**config.mk**
```make
export PLATFORM = sky130hd
export DESIGN_NAME = fifo_stream_egress
export DESIGN_NICKNAME = d
export VERILOG_FILES = /design/src/rtl/fifo_stream_egress.sv
export SDC_FILE = /design/constraint.sdc
export NUM_CORES = 1
export LEC_CHECK = 0
export CORE_ASPECT_RATIO = 0.8
export CORE_MARGIN = 2
export CORE_UTILIZATION = 40
export CTS_CLUSTER_SIZE = 25
export DETAILED_ROUTE_END_ITERATION = 16
export PLACE_DENSITY = 0.73
export SYNTH_ARGS = -nofsm -noshare
export SYNTH_HDL_FRONTEND = slang
export SYNTH_SLANG_ARGS = --single-unit
```
**constraint.sdc**
```tcl
create_clock -name clk_i -period 2.3 [get_ports clk_i]
set_clock_uncertainty 0.15 [all_clocks]
set_input_delay 0.345 -clock clk_i [delete_from_list [all_inputs] [get_ports clk_i]]
set_output_delay 0.345 -clock clk_i [all_outputs]
set_load 0.01 [all_outputs]
```
**src/rtl/fifo_stream_egress.sv**
```systemverilog
// Drains a synchronous FIFO head into a valid/ready stream through a main+skid buffer.
// Popped beat is on data_o the next cycle; pop never depends on ready_i, so a stall parks one beat in the skid.
module fifo_stream_egress #(
   parameter type dtype     = logic [31:0],
   parameter int  CNT_WIDTH = 16
) (
   input  logic                 clk_i,
   input  logic                 rst_ni,
   input  logic                 flush_i,
   input  dtype                 fifo_data_i,
   input  logic                 fifo_empty_i,
   output logic                 fifo_pop_o,
   output logic                 valid_o,
   input  logic                 ready_i,
   output dtype                 data_o,
   output logic [1:0]           occupancy_o,
   output logic [CNT_WIDTH-1:0] beats_o
);

   // Encoding doubles as the local occupancy count.
   typedef enum logic [1:0] {
      S_EMPTY = 2'd0,
      S_ONE   = 2'd1,
      S_TWO   = 2'd2
   } state_t;

   state_t               r_state;
   state_t               w_state_nxt;
   dtype                 r_a;
   dtype                 r_b;
   dtype                 w_a_nxt;
   dtype                 w_b_nxt;
   logic [CNT_WIDTH-1:0] r_beats;
   logic                 w_pop;
   logic                 w_xfer;

   assign w_pop       = !flush_i && !fifo_empty_i && (r_state != S_TWO);
   assign w_xfer      = valid_o && ready_i;
   assign fifo_pop_o  = w_pop;
   assign valid_o     = (r_state != S_EMPTY);
   assign data_o      = r_a;
   assign occupancy_o = r_state;
   assign beats_o     = r_beats;

   always_comb begin
      w_state_nxt = r_state;
      w_a_nxt     = r_a;
      w_b_nxt     = r_b;
      if (flush_i) begin
         w_state_nxt = S_EMPTY;
      end else begin
         case (r_state)
            S_EMPTY: begin
               if (w_pop) begin
                  w_state_nxt = S_ONE;
                  w_a_nxt     = fifo_data_i;
               end
            end
            S_ONE: begin
               if (w_xfer && w_pop) begin
                  w_a_nxt = fifo_data_i;
               end else if (w_xfer) begin
                  w_state_nxt = S_EMPTY;
               end else if (w_pop) begin
                  w_state_nxt = S_TWO;
                  w_b_nxt     = fifo_data_i;
               end
            end
            S_TWO: begin
               // Skid beat moves up; no pop can happen in this state.
               if (w_xfer) begin
                  w_state_nxt = S_ONE;
                  w_a_nxt     = r_b;
               end
            end
            default: begin
               w_state_nxt = S_EMPTY;
            end
         endcase
      end
   end

   always_ff @(posedge clk_i or negedge rst_ni) begin
      if (!rst_ni) begin
         r_state <= S_EMPTY;
         r_a     <= '0;
         r_b     <= '0;
         r_beats <= '0;
      end else begin
         r_state <= w_state_nxt;
         r_a     <= w_a_nxt;
         r_b     <= w_b_nxt;
         // A handshake in a flush cycle still counts.
         if (w_xfer) begin
            r_beats <= r_beats + CNT_WIDTH'(1);
         end
      end
   end

endmodule

```
# == Word level (Yosys, flattened, before mapping) ==
# Cells that the tools add are included.
# op_classes
n_addsub,1
eq_ne,10
muxes,11
n_bitwise,3
n_reduce_logical,12
# op_table
cell,n
32-bit two-way mux,3
32-bit case mux with 3 select lines,1
16-bit by 1-bit adder with 16-bit output (second input constant),1
2-bit two-way mux,6
5-bit AND reduction,2
3-bit != test (second input constant),3
2-bit != test (second input constant),4
2-bit case mux with 3 select lines,1
1-bit logical AND,4
4-bit != test (second input constant),1
4-bit AND reduction,1
1-bit inverter,3
3-bit nonzero test,1
2-bit by 1-bit equality test with 1-bit output (second input constant),1
2-bit equality test (second input constant),1
1-bit logical NOT,2
2-bit logical NOT,1
2-bit nonzero test,1
# word_totals
regBits,82
in_bits,37
out_inout_bits,52
word_cells,41

# == Longest topological paths before layout ==
# Gate-level depths: netlist (run 1).
# depth
depth_word,8
ltp_mapped,6
depth_no_buf,5

# == Worst setup path after synthesis (run 1) ==
# OpenSTA, ideal clock, no wires.
# synth_path
path_type,register -> register
start,reg r_state[1] (netlist: occupancy_o[1])
end,reg r_a (netlist bit data_o[12])
setup_ps,125
t_arrival_ps,1531
required_ps,2025
setup_slack_ps,494
path_stages_with_launch,6
n_path_buf,1
synth_period_minus_slack_ps,1806
cell_sequence,dfrtp_1 -> nor2_2 -> nand2_1 -> a21oi_4 -> buf_6 -> mux2_2
# synth_between
elab_chain_len,5
elab_cells_between_ends,14
cone_classes,eq/ne: 6; mux: 1; reduce/logical: 7
# synth_lines
element,line,source
from (decl),27,state_t r_state;
from (signal assigned),90,r_state <= w_state_nxt;
2-bit != test / 2-bit nonzero test (equally long branches),"37, 40",
1-bit logical AND (on tied branches),"37, 38",
1-bit logical AND,60,if (w_xfer && w_pop) begin
2-bit != test (no line),-,
5-bit AND reduction (no line),-,
to (signal assigned),91,r_a <= w_a_nxt;
to (decl),29,dtype r_a;
# Parallel ways exist; a longest one is shown, timed or not.
# A chain may end at the register's enable or synchronous reset.

# == Worst setup path after layout (run 1) ==
# layout_path
start,reg r_state[0] (netlist: occupancy_o[0])
end,out fifo_pop_o
# layout_between
elab_chain_len,2
# layout_lines
element,line,source
2-bit != test,37,assign w_pop = !flush_i && !fifo_empty_i && (r_state != S_TWO);
1-bit logical AND,37,
to (decl),12,"output logic fifo_pop_o,"
# Every way passes these cells.

==> flow_summary.toml, run 1 <==
[status]
status = "completed"

[layout]
fin_util_pct = 55.7
fillers = 757
insertedDiodeCount = 0
drive_above_1_share_pct = 36.3
final_common_cell = "mux2_2"
layout.nets = 384
final_area_um2 = 5010
seqCellArea_um2 = 2050
multi_input_area_um2 = 1520
area_delta_synth_final_pct = 36.3
layout_common_cells = "89 x mux2_2, 87 x clkdlybuf4s50_1, 82 x dfrtp_1"

[placed_design]
dpl.hpwl_um = 4880
numPortBuffers = 88
gp_congestion = 0.761
place_area_um2 = 4720

[synthesis]
synth-simple-area-share_pct = 4.63
synth.distinct_cells = 29
netlist_area_um2 = 3680
synth_compound_area_share_pct = 1.67
synthAdderAreaFrac_pct = 0.340
ys_seq_area_share_pct = 55.8
synth_xor_area_share_pct = 3.57
synth_nets = 286
synth_cells = 248
synth_top_family_by_area = "multiplexers"
synthMuxAreaShare_pct = 30.8
ys_warn_count = 0
ys_ff_latch = 82
syn_avg_cell_area_um2 = 14.8

[global_route]
grt_max_degree = 36
grt_pass1_wl_um = 12500
antenna_found_initial = 0
grt_util_all_layers_pct = 15.5
grt_overflow = 0
grt_pass1_vias = 2453

[cts]
clock-root-buffer = "clkbuf_16"
cts_setup_buffers = 0
max-clock-path-buffers = 2
htreeDepth = 3
clock_latency_ns = 0.32
cts_tree = "done"
clock-sinks = 82
numCtsBuffers = 9
cts.clk_slew.worst_paths_ns = 0.06

[power_and_ir_drop]
irDropWorstVdd_mv = 0.437
p_leak_nw = 2.15
power_mw = 4.36
powerDensity_nw_per_um2 = 869

[routing]
antenna_left = 0
totalWireLength_um = 7240
drc = 0
avgViaCountPerCell = 4.87
dr_total_vias = 2264
wire_per_inst_um = 15.6
dr.pass1.iters = 6
drt-initial-drc-count = 36

[critical_path]
cp-end-kind = "output pin"
r2r_end = "data_o[8]"
critPathArrivalTime_ns = 1.67
path_max_fanout = 9
r2r_slack_ns = 0.37
ff2ff_path_depth = 5
path_class = "flop to output pin"
crit_path_start_kind = "flop"
crit_required_ns = 1.80
r2r-start = "occupancy_o[1]"

[timing]
hold_viol_final = 0
min_period_ns = 2.17
tightest_slew_ns = 0.413
timing.fmax_mhz = 461
rsz0062_at_grt = "false"
drv_slew = 0
finalSetupTns_ns = 0
period_share_pct = 94.3
relSlewSlack_pct = 72.5
whs_ns = 0.280
setup_violations = 0

[die]
rows = 31
die_h_um = 89.8
initial_core_util_pct = 40.9
num_io_pins = 89
die_x_um = 111
dieArea_um2 = 9980
design.core.area_um2 = 9000

[flow_run]
cap_violations = 0

[hold_path]
hp-class = "input pin to async pin"
[where the power goes]
part / internal, mW / switching (mW) / leakage [nW]
clock: 0.861 / 0.512 / 0.142
combinational: 0.662 / 0.345 / 1.00
sequential: 1.77 / 0.206 / 1.01
[stage by stage]
stage | worst slack, ns | cells
after floorplan | 0.494 | 248
after CTS | 0.114 | 465
after detailed placement | 0.00987 | 449
final | 0.131 | 465
after global placement | 0.0555 | 449
after global routing | 0.0383 | 465
[critical path: stages (launching register included)]
cell and delay [ns]:
dfrtp_1 0.55, nor2b_4 0.09, nor3_1 0.15, clkdlybuf4s50_1 0.57
[layout make-up]
class | count | share of cell area [%]
clock buffers | 12 | 4.92
clock inverters | 3 | 0.799
inverters | 2 | 0.150
multi-input cells | 153 | 30.3
flip-flops and latches | 82 | 40.9
well taps | 115 | 2.87
repair buffers | 98 | 20.1
[logic make-up (layout without fill, tap and decap cells)]
logic type,Yosys count,in the layout
buf+inv,13,115
xor+xnor,15,15
compound gates,6,6
mux,98,98
flops,82,82
simple gates,33,33
fa+ha+maj,1,1
[synth_stat cells, drive strengths merged]
cell	number	area [µm²]
a21oi	3	26.3
buf	11	110
nor2	5	21.3
nor2b	1	8.76
nand3	3	15.0
dfrtp	82	2050
or2	1	6.26
o21bai	1	18.8
xnor2	7	61.3
xor2	8	70.1
and3	4	25.0
nor3	6	35.0
ha	1	12.5
o211ai	1	7.51
nor4	1	6.26
nand2	9	33.8
nand4	1	6.26
nand2b	1	6.26
inv	2	7.51
mux2	97	1120
and2	1	6.26
mux2i	1	10.0
o2111ai	1	8.76
[sequential cells by signal, summed over array words and instances, names as in the netlist]
name and cells:
occupancy_o 2, r_b 32, data_o 32, beats_o 16
[what timing repair did]
action                                 in CTS  in global routing
hold buffers                                1                  0
resized for setup                           0                  0
endpoints found under the hold margin      15                  0
[routing by layer]
metal / vias to the layer above / wire [µm] / track usage [%]
li1: 1067 / - / -
met1: 1138 / 3330 / 20.4
met2: 53 / 3510 / 25.3
met3: 6 / 361 / 4.59
met4: 0 / 40 / 3.70
met5: - / 0 / 0
[worst max-delay path by stage]
stage,startpoint,end,cells after the start
6_report,occupancy_o[0],fifo_pop_o,3
5_1_grt,occupancy_o[0],fifo_pop_o,3
4_1_cts,occupancy_o[0],fifo_pop_o,3
3_5_place_dp,fifo_empty_i,data_o[8],6
3_3_place_gp,fifo_empty_i,data_o[28],6
2_1_floorplan,occupancy_o[1],data_o[12],5
(Power assumes the default switching activity.)
==> inputs of run 2 (changes only) <==
--- a/config.mk
+++ b/config.mk
@@ -10,7 +10,9 @@
 export CORE_UTILIZATION = 40
 export CTS_CLUSTER_SIZE = 25
 export DETAILED_ROUTE_END_ITERATION = 16
-export PLACE_DENSITY = 0.73
+export DONT_BUFFER_PORTS = 1
+export HOLD_SLACK_MARGIN = 0.1
+export PLACE_DENSITY = 0.6
 export SYNTH_ARGS = -nofsm -noshare
 export SYNTH_HDL_FRONTEND = slang
 export SYNTH_SLANG_ARGS = --single-unit
==> flow_summary.toml, run 2 (synthesis gave the netlist of run 1 again) <==
[layout]
fin_cells = 409
layout_common_cells = "89 x mux2_2, 82 x dfrtp_1, 35 x dlygate4sd3_1"
drive_above_1_share_pct = 42.5
layout.nets = 327
insertedDiodeCount = 0
final_common_cell = "mux2_2"
area_delta_synth_final_pct = 21.0

[cts]
clock_latency_ns = 0.33
cts_hold_buf = 35
cts.clk_slew.worst_paths_ns = 0.06
cts_tree = "done"
max-clock-path-buffers = 2
cts_resized = 0
clock-root-buffer = "clkbuf_16"
cts_setup_buffers = 0
numCtsBuffers = 9
htreeDepth = 3
clock-sinks = 82

[routing]
antenna_left = 0
dr_total_vias = 2067
dr.max_layer_used = "met4"
drc = 0
dr.pass1.iters = 4
drt-initial-drc-count = 71
wl_met3_um = 603
totalWireLength_um = 7120
wire_per_inst_um = 17.4
dr_wl_met2_um = 3300
met1_length_um = 3140
avgViaCountPerCell = 5.05

[global_route]
grt_pass1_wl_um = 12400
antenna_found_initial = 0
grt_util_all_layers_pct = 15.8
grt_overflow = 0
grt_pass1_vias = 2347
grt_max_degree = 83

[power_and_ir_drop]
powerDensity_nw_per_um2 = 909
irDropWorstVdd_mv = 0.503
p_leak_nw = 1.94
power_mw = 4.04

[timing]
whs_ns = -0.442
tightest_slew_ns = 0.534
timing.fmax_mhz = 499
min_period_ns = 2.00
setup_violations = 0
relSlewSlack_pct = 64.3
hold_viol_final = 82
drv_slew = 0
rsz0062_at_grt = "false"
period_share_pct = 87.1
finalSetupTns_ns = 0

[die]
die_x_um = 111
initial_core_util_pct = 40.9
design.core.area_um2 = 9000
num_io_pins = 89
die_h_um = 89.8
dieArea_um2 = 9980
rows = 31

[critical_path]
r2r_end = "data_o[28]"
crit_chain = "nor2_2 -> nand2_1 -> a21oi_4 -> buf_12 -> mux2_2"
cp-end-kind = "flop"
path_class = "flop to flop"
r2r-start = "occupancy_o[1]"
path_max_fanout = 32
crit_family = "flip-flops"
crit_path_start_kind = "flop"
critPathMaxStageDelay_ns = 0.49
critPathArrivalTime_ns = 2.06
r2r_slack_ns = 0.30
critical_path_buf_inv_count = 1
path_depth = 5
critPathCapture = "data_o[28]"
crit_start = "occupancy_o[1]"
crit_required_ns = 2.36
ff2ff_path_depth = 5
crit_slowest_cell = "dfrtp_1"

[placed_design]
numPortBuffers = 0
gp_congestion = 0.730
dpl.hpwl_um = 4530
dp.cells = 358

[flow_run]
cap_violations = 0

[hold_path]
hp-class = "input pin to async pin"

[status]
status = "finished with violations"
violations = "negative hold slack"
[run 2: cell count changes in the layout (fill, tap and decap cells not counted)]
| cell | previous run | this run |
|---|---|---|
| buf_12 | 4 | 2 |
| buf_4 | 6 | 4 |
| clkbuf_1 | 2 | 1 |
| clkbuf_8 | 1 | 2 |
| clkdlybuf4s50_1 | 87 | 0 |
| clkinv_2 | 2 | 1 |
| clkinvlp_4 | 0 | 2 |
| dlygate4sd3_1 | 1 | 35 |
[run 2: worst min path at each step]
stage | from | end | slack, ns | cells past startpoint
2_1_floorplan | rst_ni | beats_o[0] | -0.10 | 0
5_1_grt | rst_ni | occupancy_o[0] | -0.47 | 0
3_5_place_dp | rst_ni | beats_o[15] | -0.1 | 0
3_3_place_gp | rst_ni | beats_o[15] | -0.1 | 0
6_report | rst_ni | beats_o[13] | -0.44 | 0
4_1_cts | rst_ni | beats_o[10] | -0.47 | 0
[run 2: per-stage QoR]
stage | instance area [µm²] | hold slack, ns | setup slack, ns | utilization (%)
2_1_floorplan | 3680 | -0.101 | 0.494 | -
3_5_place_dp | 3790 | -0.0989 | 0.307 | 42.1
4_1_cts | 4450 | -0.465 | 0.263 | 49.4
5_1_grt | 4450 | -0.466 | 0.180 | 49.4
6_report | 4450 | -0.442 | 0.297 | 49.4
3_3_place_gp | 3790 | -0.0990 | 0.364 | 42.1
[run 2: layer usage]
layer | GRT usage (%) | up-vias
met1 | 19.8 | 1044
li1 | - | 953
met3 | 7.75 | 7
met4 | 5.86 | 0
met5 | 0 | -
met2 | 23.8 | 63
[run 2: worst register-to-register path: stages, from the launching register on]
cell,delay (ns)
dfrtp_1,0.49
nor2_2,0.28
nand2_1,0.14
a21oi_4,0.19
buf_12,0.25
mux2_2,0.38
[run 2: power breakdown]
group	switching, mW	internal, mW	leakage [nW]
sequential	0.309	1.77	1.01
combinational	0.158	0.366	0.786
clock	0.544	0.898	0.145
[run 2: area by class of cell]
| type | instances | area [µm²] |
|---|---|---|
| Fill cell | 808 | 4550 |
| Inverter | 2 | 7.51 |
| Multi-Input combinational cell | 153 | 1520 |
| Timing Repair Buffer | 41 | 420 |
| Clock inverter | 4 | 50.0 |
| Tap cell | 115 | 144 |
| Sequential cell | 82 | 2050 |
| Clock buffer | 12 | 256 |
==> inputs of run 3 (changes only) <==
--- a/config.mk
+++ b/config.mk
@@ -13,6 +13,7 @@
 export DONT_BUFFER_PORTS = 1
 export HOLD_SLACK_MARGIN = 0.1
 export PLACE_DENSITY = 0.6
+export SETUP_SLACK_MARGIN = 0.02
 export SYNTH_ARGS = -nofsm -noshare
 export SYNTH_HDL_FRONTEND = slang
 export SYNTH_SLANG_ARGS = --single-unit
==> results of run 3 <==
Final layout, timing and power as in run 2 (identical DEF).
